### src/rtl/mem_port_arbiter.sv
// Two-port arbiter for the core's single-ported unified instruction/data memory.
// Fetch (f_*) and data (d_*) requesters share the memory; round-robin on contention.
module mem_port_arbiter #(
  parameter int ADDR_W      = 32,
  parameter int DATA_W      = 32,
  parameter int WAIT_CYCLES = 1
) (
  input  logic              clk,
  input  logic              rst,
  input  logic              f_req,
  input  logic [ADDR_W-1:0] f_addr,
  output logic              f_ready,
  output logic [DATA_W-1:0] f_rdata,
  input  logic              d_req,
  input  logic              d_we,
  input  logic [ADDR_W-1:0] d_addr,
  input  logic [DATA_W-1:0] d_wdata,
  output logic              d_ready,
  output logic [DATA_W-1:0] d_rdata,
  output logic [ADDR_W-1:0] mem_a,
  output logic              mem_we,
  output logic [DATA_W-1:0] mem_wd,
  input  logic [DATA_W-1:0] mem_rd,
  output logic              busy
);

  typedef enum logic [1:0] {
    IDLE = 2'd0,
    BUSY = 2'd1,
    RESP = 2'd2
  } state_e;

  localparam logic [3:0] CNT_INIT      = 4'(WAIT_CYCLES - 1);
  localparam logic       FIRST_IS_LAST = (WAIT_CYCLES == 1);

  state_e              state_q;
  logic [3:0]          cnt_q;
  logic                prio_q;
  logic                gnt_q;
  logic                we_q;
  logic [ADDR_W-1:0]   mem_a_q;
  logic [DATA_W-1:0]   mem_wd_q;
  logic                mem_we_q;
  logic                f_ready_q;
  logic                d_ready_q;
  logic [DATA_W-1:0]   f_rdata_q;
  logic [DATA_W-1:0]   d_rdata_q;
  logic                gnt_d;

  // Grant select: 0 = fetch, 1 = data; prio breaks a tie.
  always_comb begin
    gnt_d = 1'b0;
    if (f_req && d_req) begin
      gnt_d = prio_q;
    end else if (d_req) begin
      gnt_d = 1'b1;
    end else begin
      gnt_d = 1'b0;
    end
  end

  // Access sequencer: latch request, hold it on the memory, capture, pulse ready.
  always_ff @(posedge clk or posedge rst) begin
    if (rst) begin
      state_q   <= IDLE;
      cnt_q     <= 4'd0;
      prio_q    <= 1'b0;
      gnt_q     <= 1'b0;
      we_q      <= 1'b0;
      mem_a_q   <= '0;
      mem_wd_q  <= '0;
      mem_we_q  <= 1'b0;
      f_ready_q <= 1'b0;
      d_ready_q <= 1'b0;
      f_rdata_q <= '0;
      d_rdata_q <= '0;
    end else begin
      f_ready_q <= 1'b0;
      d_ready_q <= 1'b0;
      case (state_q)
        IDLE: begin
          mem_we_q <= 1'b0;
          if (f_req || d_req) begin
            gnt_q   <= gnt_d;
            we_q    <= gnt_d & d_we;
            mem_a_q <= gnt_d ? d_addr : f_addr;
            if (gnt_d) begin
              mem_wd_q <= d_wdata;
            end else begin
              mem_wd_q <= mem_wd_q;
            end
            // With a single wait cycle the first BUSY cycle is also the write cycle.
            mem_we_q <= gnt_d & d_we & FIRST_IS_LAST;
            cnt_q    <= CNT_INIT;
            prio_q   <= ~gnt_d;
            state_q  <= BUSY;
          end else begin
            state_q <= IDLE;
          end
        end
        BUSY: begin
          if (cnt_q != 4'd0) begin
            cnt_q    <= cnt_q - 4'd1;
            mem_we_q <= we_q & (cnt_q == 4'd1);
          end else begin
            // Capture and write share this edge, so a store returns the pre-write word.
            mem_we_q <= 1'b0;
            if (gnt_q) begin
              d_rdata_q <= mem_rd;
              d_ready_q <= 1'b1;
            end else begin
              f_rdata_q <= mem_rd;
              f_ready_q <= 1'b1;
            end
            state_q <= RESP;
          end
        end
        RESP: begin
          mem_we_q <= 1'b0;
          state_q  <= IDLE;
        end
        default: begin
          mem_we_q <= 1'b0;
          state_q  <= IDLE;
        end
      endcase
    end
  end

  assign f_ready = f_ready_q;
  assign d_ready = d_ready_q;
  assign f_rdata = f_rdata_q;
  assign d_rdata = d_rdata_q;
  assign mem_a   = mem_a_q;
  assign mem_wd  = mem_wd_q;
  assign mem_we  = mem_we_q;
  assign busy    = (state_q != IDLE);

endmodule
### config.mk
export PLATFORM = sky130hd
export DESIGN_NAME = mem_port_arbiter
export DESIGN_NICKNAME = d
export VERILOG_FILES = /design/src/rtl/mem_port_arbiter.sv
export SDC_FILE = /design/constraint.sdc
export NUM_CORES = 1
export LEC_CHECK = 0
export ABC_CLOCK_PERIOD_IN_PS = 8100
export CORE_ASPECT_RATIO = 0.9
export CORE_MARGIN = 3
export CORE_UTILIZATION = 45
export CTS_BUF_LIST = sky130_fd_sc_hd__clkbuf_16
export DETAILED_ROUTE_END_ITERATION = 12
export PLACE_DENSITY_LB_ADDON = 0.08
export SYNTH_ARGS = -nofsm -noshare
export SYNTH_HDL_FRONTEND = slang
export SYNTH_SLANG_ARGS = --single-unit
### constraint.sdc
create_clock -name clk -period 8.1 [get_ports clk]
set_input_delay 2.025 -clock clk [delete_from_list [all_inputs] [get_ports clk]]
set_output_delay 2.025 -clock clk [all_outputs]
set_load 0.005 [all_outputs]
==> results.md <==
| Quantity | This run |
|---|---|
| Post-Synthesis Net Count | 505 |
| CTS buffer count | 17 |
| Fill count | 810 |
| Largest incremental delay on the critical path | 0.45 ns |
| Die span in x | 125 um |
| Vertical die dimension | 113 um |
| Post-CTS Hold Fix Bufs | 0 |
| Commonest cells after routing, fill and taps aside | sky130_fd_sc_hd__clkdlybuf4s50_1, sky130_fd_sc_hd__dfrtp_1, sky130_fd_sc_hd__mux2_2 |
| Max Buffers Root-to-Sink | 2 |
| Synthesized cell area | 5710 um^2 |
| Gates resized, CTS repair | 0 |
| Total core area | 12200 um^2 |
| Final-layout setup total negative slack | 0 ns |
| Arrival time of the worst setup path | 1.82 ns |
| Worst slack on hold paths | 0.501 ns |
| Total clock sinks | 140 |
| Total non-filler cell area in the finished layout | 8910 um^2 |
| Count of warnings emitted by yosys | 0 |
| Cell-by-cell trace of the critical path | nor2_2 -> buf_4 -> inv_1 -> clkdlybuf4s50_1 |
| First drt pass iteration count | 4 |
| Post-CTS clock slew at the launch and capture registers of the worst setup and hold paths | 0.05 ns |
| Source-to-sink clock delay at the later pin of the worst-skew pair | 0.41 ns |
| Number of slew-limit violations in the final report | 0 |
| Detail-routed net length per standard cell | 19.2 um |
| Total setup buffers inserted after CTS | 0 |
| Port Buffers | 264 |
| Number of buffers and inverters on the critical path | 3 |
| Cell area after placement | 8430 um^2 |
| Commonest non-fill, non-tap cell in the layout | sky130_fd_sc_hd__clkdlybuf4s50_1 |
| Residual overflow from global routing | 0 |
| Diode insertion count for antenna repair | 0 |
| Type of the most critical hold path | reg -> reg |
| Final period util | 0.475 |
| DR vias/cell | 5.20 |
| Pwr Density | 388 nW/um^2 |
| # H-tree levels | 4 |
| Run status | complete, no violations |
| DRC viols | 0 |
| Number of DRC markers in iteration 0 | 274 |
| Vias | 4160 |
| Area added between synthesis and finish | 55.9% |
| Mean instance size in the synthesized netlist | 15.5 um^2 |
| Routed Antenna Nets | 0 |
| Achievable Freq | 0.260 GHz |
| Fin. Hold Viols | 0 |
| Least-Margin Pin Slew | 1.07 ns |
| Worst supply voltage drop on vdd | 0.187 mV |
| Global-route usage over all layers | 0.217 |
| Leak Pwr | 3.84 nW |
| Top cell family by delay on the critical path | buffers and inverters |
| Clock period minus worst slack | 3.85 ns |
| Slowest stage cell, crit path | sky130_fd_sc_hd__clkdlybuf4s50_1 |
| Startpoint-to-endpoint class of the critical path | reg -> out |
| Element type at the critical path end | primary output |
| Element type at the critical path start | flop |
| Proportion of synthesized chip area in sequential cells | 0.613 |
| HPWL reported at the end of detailed placement | 10700 um |
| Site row count | 38 |
| Antenna violations before repair | 0 |
| Number of violations of the max-capacitance limit | 0 |
| Count of pins on the block boundary | 265 |
| Weighted congestion at the end of routability-driven global placement | 0.788 |
| Number of setup violations in the final report | 0 |
| Register bit total from synthesis | 140 |
| Total length of routed wires | 15300 um |
| Root buffer cell | sky130_fd_sc_hd__clkbuf_16 |
| Post-synth cell types | 33 |
| Wire length of the first global-routing pass | 24100 um |
| CTS tree | yes |
| Normalized max-slew margin | 0.287 |
| Final Skew | 0.00492 ns |
| Number of nets in the layout | 766 |
| CP required | 6.08 ns |
| Vias in the first global route | 4581 |
| Die Outline Area | 14100 um^2 |
| Setup repair after global routing missed its margin | false |
| Initial core utilization | 0.468 |
| Maximum fanout along the worst path | 37 |
| Share of post-route cells with drive strength above 1 | 0.202 |
| Largest net degree at the start of global routing | 86 |
| Synthesized instance count | 369 |
cell usage after synthesis:
| master | number | area (um^2) |
|---|---|---|
| sky130_fd_sc_hd__a21boi_0 | 33 | 248 |
| sky130_fd_sc_hd__a21o_1 | 2 | 15.0 |
| sky130_fd_sc_hd__a221o_1 | 33 | 330 |
| sky130_fd_sc_hd__a22o_1 | 1 | 8.76 |
| sky130_fd_sc_hd__a22o_2 | 1 | 10.0 |
| sky130_fd_sc_hd__a31o_2 | 1 | 8.76 |
| sky130_fd_sc_hd__and2_1 | 1 | 6.26 |
| sky130_fd_sc_hd__and3_1 | 3 | 18.8 |
| sky130_fd_sc_hd__buf_12 | 3 | 60.1 |
| sky130_fd_sc_hd__buf_2 | 10 | 50.1 |
| sky130_fd_sc_hd__buf_6 | 1 | 11.3 |
| sky130_fd_sc_hd__clkbuf_1 | 13 | 48.8 |
| sky130_fd_sc_hd__dfrtp_1 | 140 | 3500 |
| sky130_fd_sc_hd__ha_1 | 3 | 37.5 |
| sky130_fd_sc_hd__inv_1 | 5 | 18.8 |
| sky130_fd_sc_hd__mux2_2 | 67 | 754 |
| sky130_fd_sc_hd__mux2_4 | 29 | 435 |
| sky130_fd_sc_hd__mux2i_1 | 1 | 10.0 |
| sky130_fd_sc_hd__nand2_1 | 4 | 15.0 |
| sky130_fd_sc_hd__nand2b_1 | 2 | 12.5 |
| sky130_fd_sc_hd__nor2_1 | 2 | 7.51 |
| sky130_fd_sc_hd__nor2b_1 | 2 | 12.5 |
| sky130_fd_sc_hd__nor3_1 | 1 | 5.00 |
| sky130_fd_sc_hd__nor3b_1 | 1 | 7.51 |
| sky130_fd_sc_hd__nor4_1 | 1 | 6.26 |
| sky130_fd_sc_hd__nor4b_1 | 2 | 17.5 |
| sky130_fd_sc_hd__o21a_1 | 1 | 7.51 |
| sky130_fd_sc_hd__o21bai_1 | 1 | 7.51 |
| sky130_fd_sc_hd__o2bb2ai_1 | 1 | 8.76 |
| sky130_fd_sc_hd__or2_2 | 1 | 6.26 |
| sky130_fd_sc_hd__or3_1 | 1 | 6.26 |
| sky130_fd_sc_hd__or3_2 | 1 | 7.51 |
| sky130_fd_sc_hd__or3b_4 | 1 | 11.3 |
report_power, final:
group	internal, mW	switching (mW)	leakage, nW	total [mW]
Combinational	1.06	0.511	1.90	1.57
Sequential	1.05	0.196	1.69	1.25
Clock	0.372	0.263	0.256	0.635
Total	2.48	0.971	3.84	3.45
path summary, 6_finish.rpt:
| kind | slack (ns) | start | to | depth (start not counted) |
|---|---|---|---|---|
| min in group asynchronous | 2.05 | rst | mem_wd[8] | 2 |
| max in group asynchronous | 4.63 | rst | f_rdata[17] | 3 |
| setup reg to reg | 5.42 | state_q[0] | mem_wd[21] | 5 |
| setup / recovery | 4.25 | state_q[0] | busy | 4 |
| hold / removal | 0.50 | f_rdata[29] | f_rdata[29] | 1 |
| hold reg to reg | 0.50 | f_rdata[29] | f_rdata[29] | 1 |
flip-flops by register name, indices dropped and copies added, names as in the netlist:
name / flops
d_rdata: 32
f_rdata: 32
mem_a: 32
mem_wd: 32
cnt_q: 4
state_q: 2
d_ready: 1
f_ready: 1
gnt_q: 1
mem_we: 1
prio_q: 1
we_q: 1
layout make-up:
type	count	area [um^2]	share of cell area
tap	160	200	0.0225
clock inverter	12	47.5	0.00534
inverter	5	23.8	0.00267
clock buffer	17	425	0.0478
sequential	140	3500	0.393
timing repair buffer	269	2680	0.301
multi-input combinational	197	2030	0.228
kinds of logic after synthesis:
logic type | Yosys count | share of synthesized area
DFF | 140 | 0.613
muxes | 97 | 0.210
AOI/OAI and AO/OA | 74 | 0.113
buffers and inverters | 32 | 0.0331
and+or+nand+nor | 23 | 0.0245
adders and majority gates | 3 | 0.00657
per-layer routing:
layer	vias up	part of all wire	track usage
li1	1882	-	-
met1	2077	0.39	0.249
met2	180	0.50	0.366
met3	21	0.099	0.101
met4	0	0.015	0.0650
met5	-	0	0
metrics by stage:
step	total power, mW	cells	utilization	setup slack (ns)
after floorplan	1.95	369	-	2.32
after global placement	2.79	771	0.690	3.90
after detailed placement	2.83	771	0.690	3.83
after CTS	3.49	800	0.729	4.23
after global routing	3.65	800	0.729	4.14
final	3.45	800	0.729	4.25
worst register-to-register path, stage by stage (launching register included):
cell,delay (ns)
sky130_fd_sc_hd__dfrtp_1,0.42
sky130_fd_sc_hd__nor2_2,0.12
sky130_fd_sc_hd__buf_4,0.34
sky130_fd_sc_hd__and3_2,0.81
sky130_fd_sc_hd__buf_4,0.48
sky130_fd_sc_hd__mux2_2,0.39
Power figures use the tool's default switching activity.
